[config.mk]
export PLATFORM = sky130hd
export DESIGN_NAME = mem_arbiter_2m_flat
export DESIGN_NICKNAME = d
export VERILOG_FILES = /design/src/rtl/mem_arbiter_2m_if.sv /design/src/rtl/mem_arbiter_2m.sv /design/src/flat_wrapper.sv
export SDC_FILE = /design/constraint.sdc
export NUM_CORES = 1
export LEC_CHECK = 0
export ABC_AREA = 1
export BUFFER_PORTS_ARGS = -buffer_cell sky130_fd_sc_hd__clkbuf_2
export CAP_MARGIN = 20
export CORE_AREA = 3 3 134 136
export DETAILED_ROUTE_END_ITERATION = 16
export DIE_AREA = 0 0 137 139
export PLACE_DENSITY = 0.66
export SKIP_LAST_GASP = 1
export SLEW_MARGIN = 10
export SYNTH_ARGS = -nofsm -noshare
export SYNTH_HDL_FRONTEND = slang
export SYNTH_SLANG_ARGS = --single-unit
[constraint.sdc]
create_clock -name clk -period 4.6 [get_ports clk]
set_input_delay 0.92 -clock clk [delete_from_list [all_inputs] [get_ports clk]]
set_output_delay 0.92 -clock clk [all_outputs]
set_load 0.02 [all_outputs]
[src/rtl/mem_arbiter_2m_if.sv]
// One picorv32 native memory link. The requester side uses the master modport,
// the responding side the slave modport.
interface mem_arbiter_2m_if;
  // valid is raised with a stable addr/wdata/wstrb payload and held until ready;
  // ready is a single-cycle completion pulse and rdata is only meaningful with it.
  logic        valid;
  logic [31:0] addr;
  logic [31:0] wdata;
  logic [3:0]  wstrb;
  logic        ready;
  logic [31:0] rdata;

  modport master (output valid, addr, wdata, wstrb, input ready, rdata);
  modport slave  (input valid, addr, wdata, wstrb, output ready, rdata);
endinterface

[src/rtl/mem_arbiter_2m.sv]
// Round-robin arbiter sharing one memory slave between two masters, with a bus
// watchdog that completes stalled transfers with an error word.
module mem_arbiter_2m #(
  parameter int unsigned TIMEOUT_CYCLES = 255,
  parameter logic [31:0] TIMEOUT_RDATA  = 32'hDEADBEEF
) (
  input  logic              clk,
  input  logic              resetn,
  mem_arbiter_2m_if.slave   m0,
  mem_arbiter_2m_if.slave   m1,
  mem_arbiter_2m_if.master  s,
  output logic              err,
  output logic [31:0]       err_addr,
  output logic              err_master,
  input  logic              err_clr,
  output logic [1:0]        dbg_state
);

  typedef enum logic [1:0] {
    IDLE = 2'd0,
    GNT0 = 2'd1,
    GNT1 = 2'd2,
    TOUT = 2'd3
  } state_t;

  localparam logic [15:0] WD_LAST = 16'(TIMEOUT_CYCLES - 1);

  state_t      state;
  logic        last;
  logic        owner;
  logic [15:0] wd_cnt;
  logic        gnt0;
  logic        gnt1;
  logic        tout;

  // Bus-side outputs decode from state only, so reset drops them immediately.
  always_comb begin
    gnt0      = (state == GNT0);
    gnt1      = (state == GNT1);
    tout      = (state == TOUT);
    dbg_state = state;

    s.valid = gnt0 | gnt1;
    s.addr  = '0;
    s.wdata = '0;
    s.wstrb = '0;
    if (gnt0) begin
      s.addr  = m0.addr;
      s.wdata = m0.wdata;
      s.wstrb = m0.wstrb;
    end else if (gnt1) begin
      s.addr  = m1.addr;
      s.wdata = m1.wdata;
      s.wstrb = m1.wstrb;
    end

    m0.ready = (gnt0 && s.ready) || (tout && !owner);
    m1.ready = (gnt1 && s.ready) || (tout && owner);

    m0.rdata = '0;
    m1.rdata = '0;
    if (gnt0) begin
      m0.rdata = s.rdata;
    end else if (gnt1) begin
      m1.rdata = s.rdata;
    end else if (tout) begin
      if (owner) m1.rdata = TIMEOUT_RDATA;
      else       m0.rdata = TIMEOUT_RDATA;
    end
  end

  always_ff @(posedge clk or negedge resetn) begin
    if (!resetn) begin
      state      <= IDLE;
      last       <= 1'b1;
      owner      <= 1'b0;
      wd_cnt     <= '0;
      err        <= 1'b0;
      err_addr   <= '0;
      err_master <= 1'b0;
    end else begin
      if (err_clr) err <= 1'b0;

      case (state)
        IDLE: begin
          wd_cnt <= '0;
          // On a tie, last == 1 means m1 was served last, so m0 goes next.
          if (m0.valid && (!m1.valid || last)) begin
            state <= GNT0;
            owner <= 1'b0;
            last  <= 1'b0;
          end else if (m1.valid) begin
            state <= GNT1;
            owner <= 1'b1;
            last  <= 1'b1;
          end
        end
        GNT0, GNT1: begin
          if (s.ready) begin
            state <= IDLE;
          end else begin
            wd_cnt <= wd_cnt + 16'd1;
            if (wd_cnt == WD_LAST) state <= TOUT;
          end
        end
        TOUT: begin
          state <= IDLE;
          // First-fault capture; a same-cycle clear lets a new fault re-arm it.
          if (!err || err_clr) begin
            err        <= 1'b1;
            err_addr   <= owner ? m1.addr : m0.addr;
            err_master <= owner;
          end
        end
        default: state <= IDLE;
      endcase
    end
  end

endmodule
[src/flat_wrapper.sv]
// flat-port wrapper written by rule: the top's interface ports become plain ports
module mem_arbiter_2m_flat 
#(
  parameter int unsigned TIMEOUT_CYCLES = 255,
  parameter logic [31:0] TIMEOUT_RDATA  = 32'hDEADBEEF
)
  (clk, resetn, err, err_addr, err_master, err_clr, dbg_state, m0_valid, m0_addr, m0_wdata, m0_wstrb, m0_ready, m0_rdata, m1_valid, m1_addr, m1_wdata, m1_wstrb, m1_ready, m1_rdata, s_valid, s_addr, s_wdata, s_wstrb, s_ready, s_rdata);
  mem_arbiter_2m_if m0_i ();
  mem_arbiter_2m_if m1_i ();
  mem_arbiter_2m_if s_i ();
  input  logic clk;
  input  logic resetn;
  output logic err;
  output logic [31:0] err_addr;
  output logic err_master;
  input  logic err_clr;
  output logic [1:0] dbg_state;
  input wire logic [$bits(m0_i.valid)-1:0] m0_valid;
  input wire logic [$bits(m0_i.addr)-1:0] m0_addr;
  input wire logic [$bits(m0_i.wdata)-1:0] m0_wdata;
  input wire logic [$bits(m0_i.wstrb)-1:0] m0_wstrb;
  output wire logic [$bits(m0_i.ready)-1:0] m0_ready;
  output wire logic [$bits(m0_i.rdata)-1:0] m0_rdata;
  input wire logic [$bits(m1_i.valid)-1:0] m1_valid;
  input wire logic [$bits(m1_i.addr)-1:0] m1_addr;
  input wire logic [$bits(m1_i.wdata)-1:0] m1_wdata;
  input wire logic [$bits(m1_i.wstrb)-1:0] m1_wstrb;
  output wire logic [$bits(m1_i.ready)-1:0] m1_ready;
  output wire logic [$bits(m1_i.rdata)-1:0] m1_rdata;
  output wire logic [$bits(s_i.valid)-1:0] s_valid;
  output wire logic [$bits(s_i.addr)-1:0] s_addr;
  output wire logic [$bits(s_i.wdata)-1:0] s_wdata;
  output wire logic [$bits(s_i.wstrb)-1:0] s_wstrb;
  input wire logic [$bits(s_i.ready)-1:0] s_ready;
  input wire logic [$bits(s_i.rdata)-1:0] s_rdata;
  assign m0_i.valid = m0_valid;
  assign m0_i.addr = m0_addr;
  assign m0_i.wdata = m0_wdata;
  assign m0_i.wstrb = m0_wstrb;
  assign m0_ready = m0_i.ready;
  assign m0_rdata = m0_i.rdata;
  assign m1_i.valid = m1_valid;
  assign m1_i.addr = m1_addr;
  assign m1_i.wdata = m1_wdata;
  assign m1_i.wstrb = m1_wstrb;
  assign m1_ready = m1_i.ready;
  assign m1_rdata = m1_i.rdata;
  assign s_valid = s_i.valid;
  assign s_addr = s_i.addr;
  assign s_wdata = s_i.wdata;
  assign s_wstrb = s_i.wstrb;
  assign s_i.ready = s_ready;
  assign s_i.rdata = s_rdata;
  mem_arbiter_2m #(.TIMEOUT_CYCLES(TIMEOUT_CYCLES), .TIMEOUT_RDATA(TIMEOUT_RDATA)) u_core (.clk(clk), .resetn(resetn), .m0(m0_i), .m1(m1_i), .s(s_i), .err(err), .err_addr(err_addr), .err_master(err_master), .err_clr(err_clr), .dbg_state(dbg_state));
endmodule
Word-level counts from Yosys, hierarchy flattened
Index checks and enable logic that the tools add are counted.
W data, S select, Z words.
Operators by class
  equal/unequal tests: 7
  reduce and logical (&&, ||, !) cells: 20
  $add $sub $neg: 1
  muxes and demuxes: 27
  bitwise operators: 1
Operator list (count)
  $mux W32: 13
  $pmux W16 S2: 1
  $add A16 B1 Y16 const B: 1
  $eq A16 B8 Y1 const B: 1
  $mux W16: 1
  $mux W2: 4
  $mux W4: 2
  $reduce_and A2 Y1: 4
  $ne A3 B2 Y1 const B: 2
  $pmux W2 S3: 1
  $logic_and A1 B1 Y1: 5
  $mux W1: 5
  $eq A2 B2 Y1 const B: 2
  $logic_or A1 B1 Y1: 4
  $reduce_bool A2 Y1: 2
  $logic_not A1 Y1: 3
  $eq A2 B1 Y1 const B: 1
  $logic_not A2 Y1: 1
  $ne A2 B2 Y1 const B: 1
  $reduce_or A2 Y1: 1
  $or A1 B1 Y1: 1
Storage, ports and cells
  word-level logic and storage cells: 63
  register bits: 54
  input port bits: 174

Logic depth before layout (Yosys ltp)
  depth after elaboration: 5
  mapped depth: 10
  gate-level depth less buffers: 10

Worst setup path after synthesis
No wires, ideal clock.
  path kind: register -> output
  from: register u_core.state[0], in the netlist u_core.dbg_state[0]
  to: output port m1_rdata[18]
  arrival time: 1.525 ns
  data required time: 3.680 ns
  path buffers: 2
  stages on the path, launching flop included: 6
  path slack: 2.155 ns
  path through: dfrtp_1 -> inv_1 -> ha_1 -> buf_2 -> clkbuf_1 -> a21oi_1
On the way
  word-level cells in the longest chain between the ends: 4
RTL lines
  from (decl): line mem_arbiter_2m.sv:28  | state_t state;
  from (signal assigned): line mem_arbiter_2m.sv:74  | state <= IDLE;
  from (signal assigned): line mem_arbiter_2m.sv:89  | state <= GNT0;
  from (signal assigned): line mem_arbiter_2m.sv:93  | state <= GNT1;
  $eq A2 B2 Y1: line mem_arbiter_2m.sv:40  | tout = (state == TOUT);
  $mux W32: line mem_arbiter_2m.sv:66  | end else if (tout) begin
  $mux W32: line mem_arbiter_2m.sv:64  | end else if (gnt1) begin
  $mux W32 *: line mem_arbiter_2m.sv:62  | if (gnt0) begin
  to (decl): line flat_wrapper.sv:29  | output wire logic [$bits(m1_i.rdata)-1:0] m1_rdata;
Every way passes the cells marked *; elsewhere a longest branch is shown, timed or not.

Final worst setup path
  from: register u_core.state[0], in the netlist u_core.dbg_state[0]
  to: output port m1_rdata[5]
The elaborated chain is that of the path after synthesis.

==> summary by stage <==
Run status
The run finished with clean final reports.

Placed design
Routability-driven placement finished with a final weighted congestion of 0.893. The number of buffers added on ports is 344. The setup slack after placement is 1.43 ns. The cell area reported after detailed placement is 6110 µm². The HPWL after detailed placement is 13.7 mm.

Clocking
The total of hold buffers inserted after clock tree synthesis is 0. The TritonCTS clock tree is done. After clock tree synthesis, the repair step resized 0 gates. The clock edge transition at the registers on the reported setup and hold paths is 0.07 ns. No sink is reached through more buffers than the 2 on the longest clock path. The number of buffers inserted by post-CTS setup repair is 0. Buffers inserted during clock tree synthesis total 5. The root cell of the clock tree is sky130_fd_sc_hd__clkbuf_16.

The number of sinks handled by clock tree synthesis is 54. The maximum level of the CTS H-tree is 2. The clock insertion delay at the later pin of the skew report is 0.29 ns.

Setup path
STA puts the critical path data arrival time at 2.59 ns. In this design, the stage delay of the slowest critical-path cell is 0.48 ns. The worst setup path is captured at an output pin. The startpoint of the worst setup timing path is u_core.dbg_state[0]. The worst setup path category is reg2out. The dominant delay contributor by cell family on the critical path is simple AND/OR/NAND/NOR gates. The critical path data required time is 3.68 ns. The number of buffers and inverters on the critical path is 3. The signal on the critical path passes through inv_1 > ha_4 > inv_1 > nand2_1 > nand2_1 > a21oi_1 > clkbuf_2.

The worst setup path is launched from a register. Among all stages on the critical path, the largest delay is contributed by sky130_fd_sc_hd__ha_4. The startpoint identified for the worst register-to-register timing path is u_core.dbg_state[0]. In this run the worst path has a maximum fanout of 48.

Synth
The biggest area consumer among synthesized cells is sky130_fd_sc_hd__dfrtp_1. Summing the areas of all and, or, nand and nor instances in the mapped netlist gives 41.8% of the synthesized area. After synthesis, the mean cell area works out to 6.03 µm².

The sequential cell area fraction in the yosys report is 31.7%. The yosys synthesis warning count is 0. The largest family of logic cells by synthesized area is simple AND/OR/NAND/NOR gates. The top-area cell type share of the netlist area is 31.1%. After synthesis, the cell types taking the most area are sky130_fd_sc_hd__dfrtp_1 31%, sky130_fd_sc_hd__nand2_1 24%, sky130_fd_sc_hd__nand3_1 10%, sky130_fd_sc_hd__inv_1 5.4%, sky130_fd_sc_hd__nor2_1 5.4%. The mapped netlist covers 4270 µm². The number of distinct library cell variants in the gate-level netlist after synthesis is 25.

The compound-cell area share of the yosys netlist is 13.7%. The post-synthesis sequential element count is 54. The multiplexer fraction of the synthesized cell area is 0%. The number of nets handed over by synthesis was 888. After Yosys synthesis, XOR and XNOR cells account for 0% of the synthesized area. After Yosys synthesis, full adders, half adders and majority gates account for 1.76% of the synthesized area. After technology mapping, the gate count stands at 708.

Pwr
IR analysis of the VDD net gives a maximum drop of 0.282 mV. The power per cell area is 676 nW/µm². The static power due to leakage is 3.83 nW. The overall power is 4.27 mW.

Routing
The routed design has 17.3 mm of wire. The number of nets with antenna violations after detailed routing is 0. The detailed router finished its first iteration with 366 violations. The routed length per placed instance is 13.9 µm. The count of TritonRoute iterations in the first routing pass is 5.

The final routed DRC violation total is 0. The post-detailed-route via-to-cell ratio is 4.63. The final route contains 5,762 vias.

Final layout
After filler insertion, the fill cell instance count of the layout stands at 1,872. In the final layout, flip-flops and latches occupy 1350 µm². The library cells used most frequently in the layout, excluding fill and tap cells, are 344 x sky130_fd_sc_hd__clkbuf_2, 268 x sky130_fd_sc_hd__nand2_1, 85 x sky130_fd_sc_hd__nand3_1. The number of antenna diodes in the final layout is 0.

Compared with the post-synthesis result, the final layout area differs by 47.9%. The multi-input combinational cell area is 2460 µm². Cells with a size suffix above 1 make up 37.3% of the layout. The library cell used most frequently in the layout, excluding fill and tap cells, is sky130_fd_sc_hd__clkbuf_2. In the final design database the tool counted 1,198 nets. After routing the design area is 6310 µm².

STA
At the pin with the least slew margin, the transition time is 0.943 ns. The worst path uses 76.2% of the clock period. The timing-limited maximum frequency is 285 MHz. The post-layout minimum cycle time is 3.51 ns. On the final layout, the worst clock skew is 0.00547 ns. In the final timing run, aggregate negative setup slack is 0 ns. The number of endpoints with negative hold slack in the final report was 0. The tightest slew margin relative to the limit is 37.1%.

Setup violations remaining at the end of the flow were counted as 0. The max-slew violation total from the final report was 0. After layout, the worst setup slack is 1.09 ns. Setup repair after global routing left no endpoint under its margin.

Global route
The remaining global-route overflow is 0. The largest net degree at the start of global routing is 65. The initial antenna violation count is 0. The global routing usage summed across all routing layers is 17.1%. The first-pass GRT wire length is 26.5 mm. The via count of the first global-routing pass was 5,177.

Floorplan
The area of the die is 19,000 µm². The die span in y is 139 µm. The region available for standard cell placement spans 17,100 µm². The floorplan step set the die width to 137 µm. Once the floorplan was initialized, standard cells occupied 25.0% of the core.

In this run the core area contains 48 standard-cell rows. 345 I/O pins were placed.

Hold path
The worst hold path class is reg2reg. In this run the most critical hold path is launched from u_core.err_master.

Job
The number of violations of the max-capacitance limit is 0.
[worst reg2reg max path: stages, from the launching register on]
cell,delay (ns)
sky130_fd_sc_hd__dfrtp_1,0.42
sky130_fd_sc_hd__inv_1,0.11
sky130_fd_sc_hd__ha_1,0.40
sky130_fd_sc_hd__inv_1,0.08
sky130_fd_sc_hd__nand2_1,0.30
sky130_fd_sc_hd__nand2_4,0.22
sky130_fd_sc_hd__nand2_1,0.11
sky130_fd_sc_hd__nor2_1,0.13
sky130_fd_sc_hd__nand3_1,0.08
sky130_fd_sc_hd__nand2_1,0.06
sky130_fd_sc_hd__nor2_1,0.05
[stage by stage]
step	hold slack, ns	utilization [%]	instances
final	0.498	37.0	1244
after global routing	0.533	37.0	1244
after CTS	0.507	37.0	1244
after detailed placement	0.490	35.8	1236
after global placement	0.473	35.8	1236
after floorplan	0.469	-	708
[layout make-up]
class / instances / area share, %
Multi-Input combinational cell: 540 / 38.9
Timing Repair Buffer: 351 / 28.1
Sequential cell: 54 / 21.4
Tap cell: 225 / 4.46
Inverter: 66 / 3.93
Clock buffer: 6 / 2.20
Clock inverter: 2 / 0.952
[synth_stat cells (all sizes together)]
cell type / n
dfrtp: 53
dfstp: 1
nand3: 87
nand4: 1
a21oi: 27
buf: 33
nand2: 271
ha: 6
o22ai: 1
nor3: 3
clkbuf: 15
o21ai: 47
a31oi: 32
nor2: 65
inv: 66
[logic make-up (layout without fill, tap and decap cells)]
logic type / Yosys count / in the layout
AOI/OAI and AO/OA: 107 / 107
adders and majority gates: 6 / 6
buffers and inverters: 114 / 425
DFF: 54 / 54
and+or+nand+nor: 427 / 427
[worst paths after layout]
path | end | slack, ns | cells after the start
max | m1_rdata[5] | 1.09 | 7
min | u_core.err_master | 0.50 | 2
max reg2reg | u_core.wd_cnt[13] | 2.52 | 10
min reg2reg | u_core.err_master | 0.50 | 2
max in group asynchronous | u_core.err_addr[16] | 3.04 | 2
min in group asynchronous | u_core.wd_cnt[10] | 0.69 | 1
[layer usage]
| metal | part of all wire, % | up-vias | global-route usage [%] |
|---|---|---|---|
| met1 | 43 | 2642 | 22.2 |
| met5 | 0 | - | 0 |
| li1 | - | 2879 | - |
| met2 | 49 | 226 | 29.2 |
| met4 | 0.99 | 0 | 3.68 |
| met3 | 7.2 | 15 | 3.30 |
[power by group]
group          total (mW)  internal (mW)  switching (mW)
clock network       0.503          0.327           0.176
logic                2.99          0.876            2.12
registers           0.771          0.658           0.113
[sequential cells by signal, indices dropped and copies added (netlist names)]
signal and flops:
u_core.wd_cnt 16, u_core.dbg_state 2, u_core.err_master 1, u_core.err 1
u_core.last 1, u_core.err_addr 32, u_core.owner 1
Power figures use the tool's default switching activity.
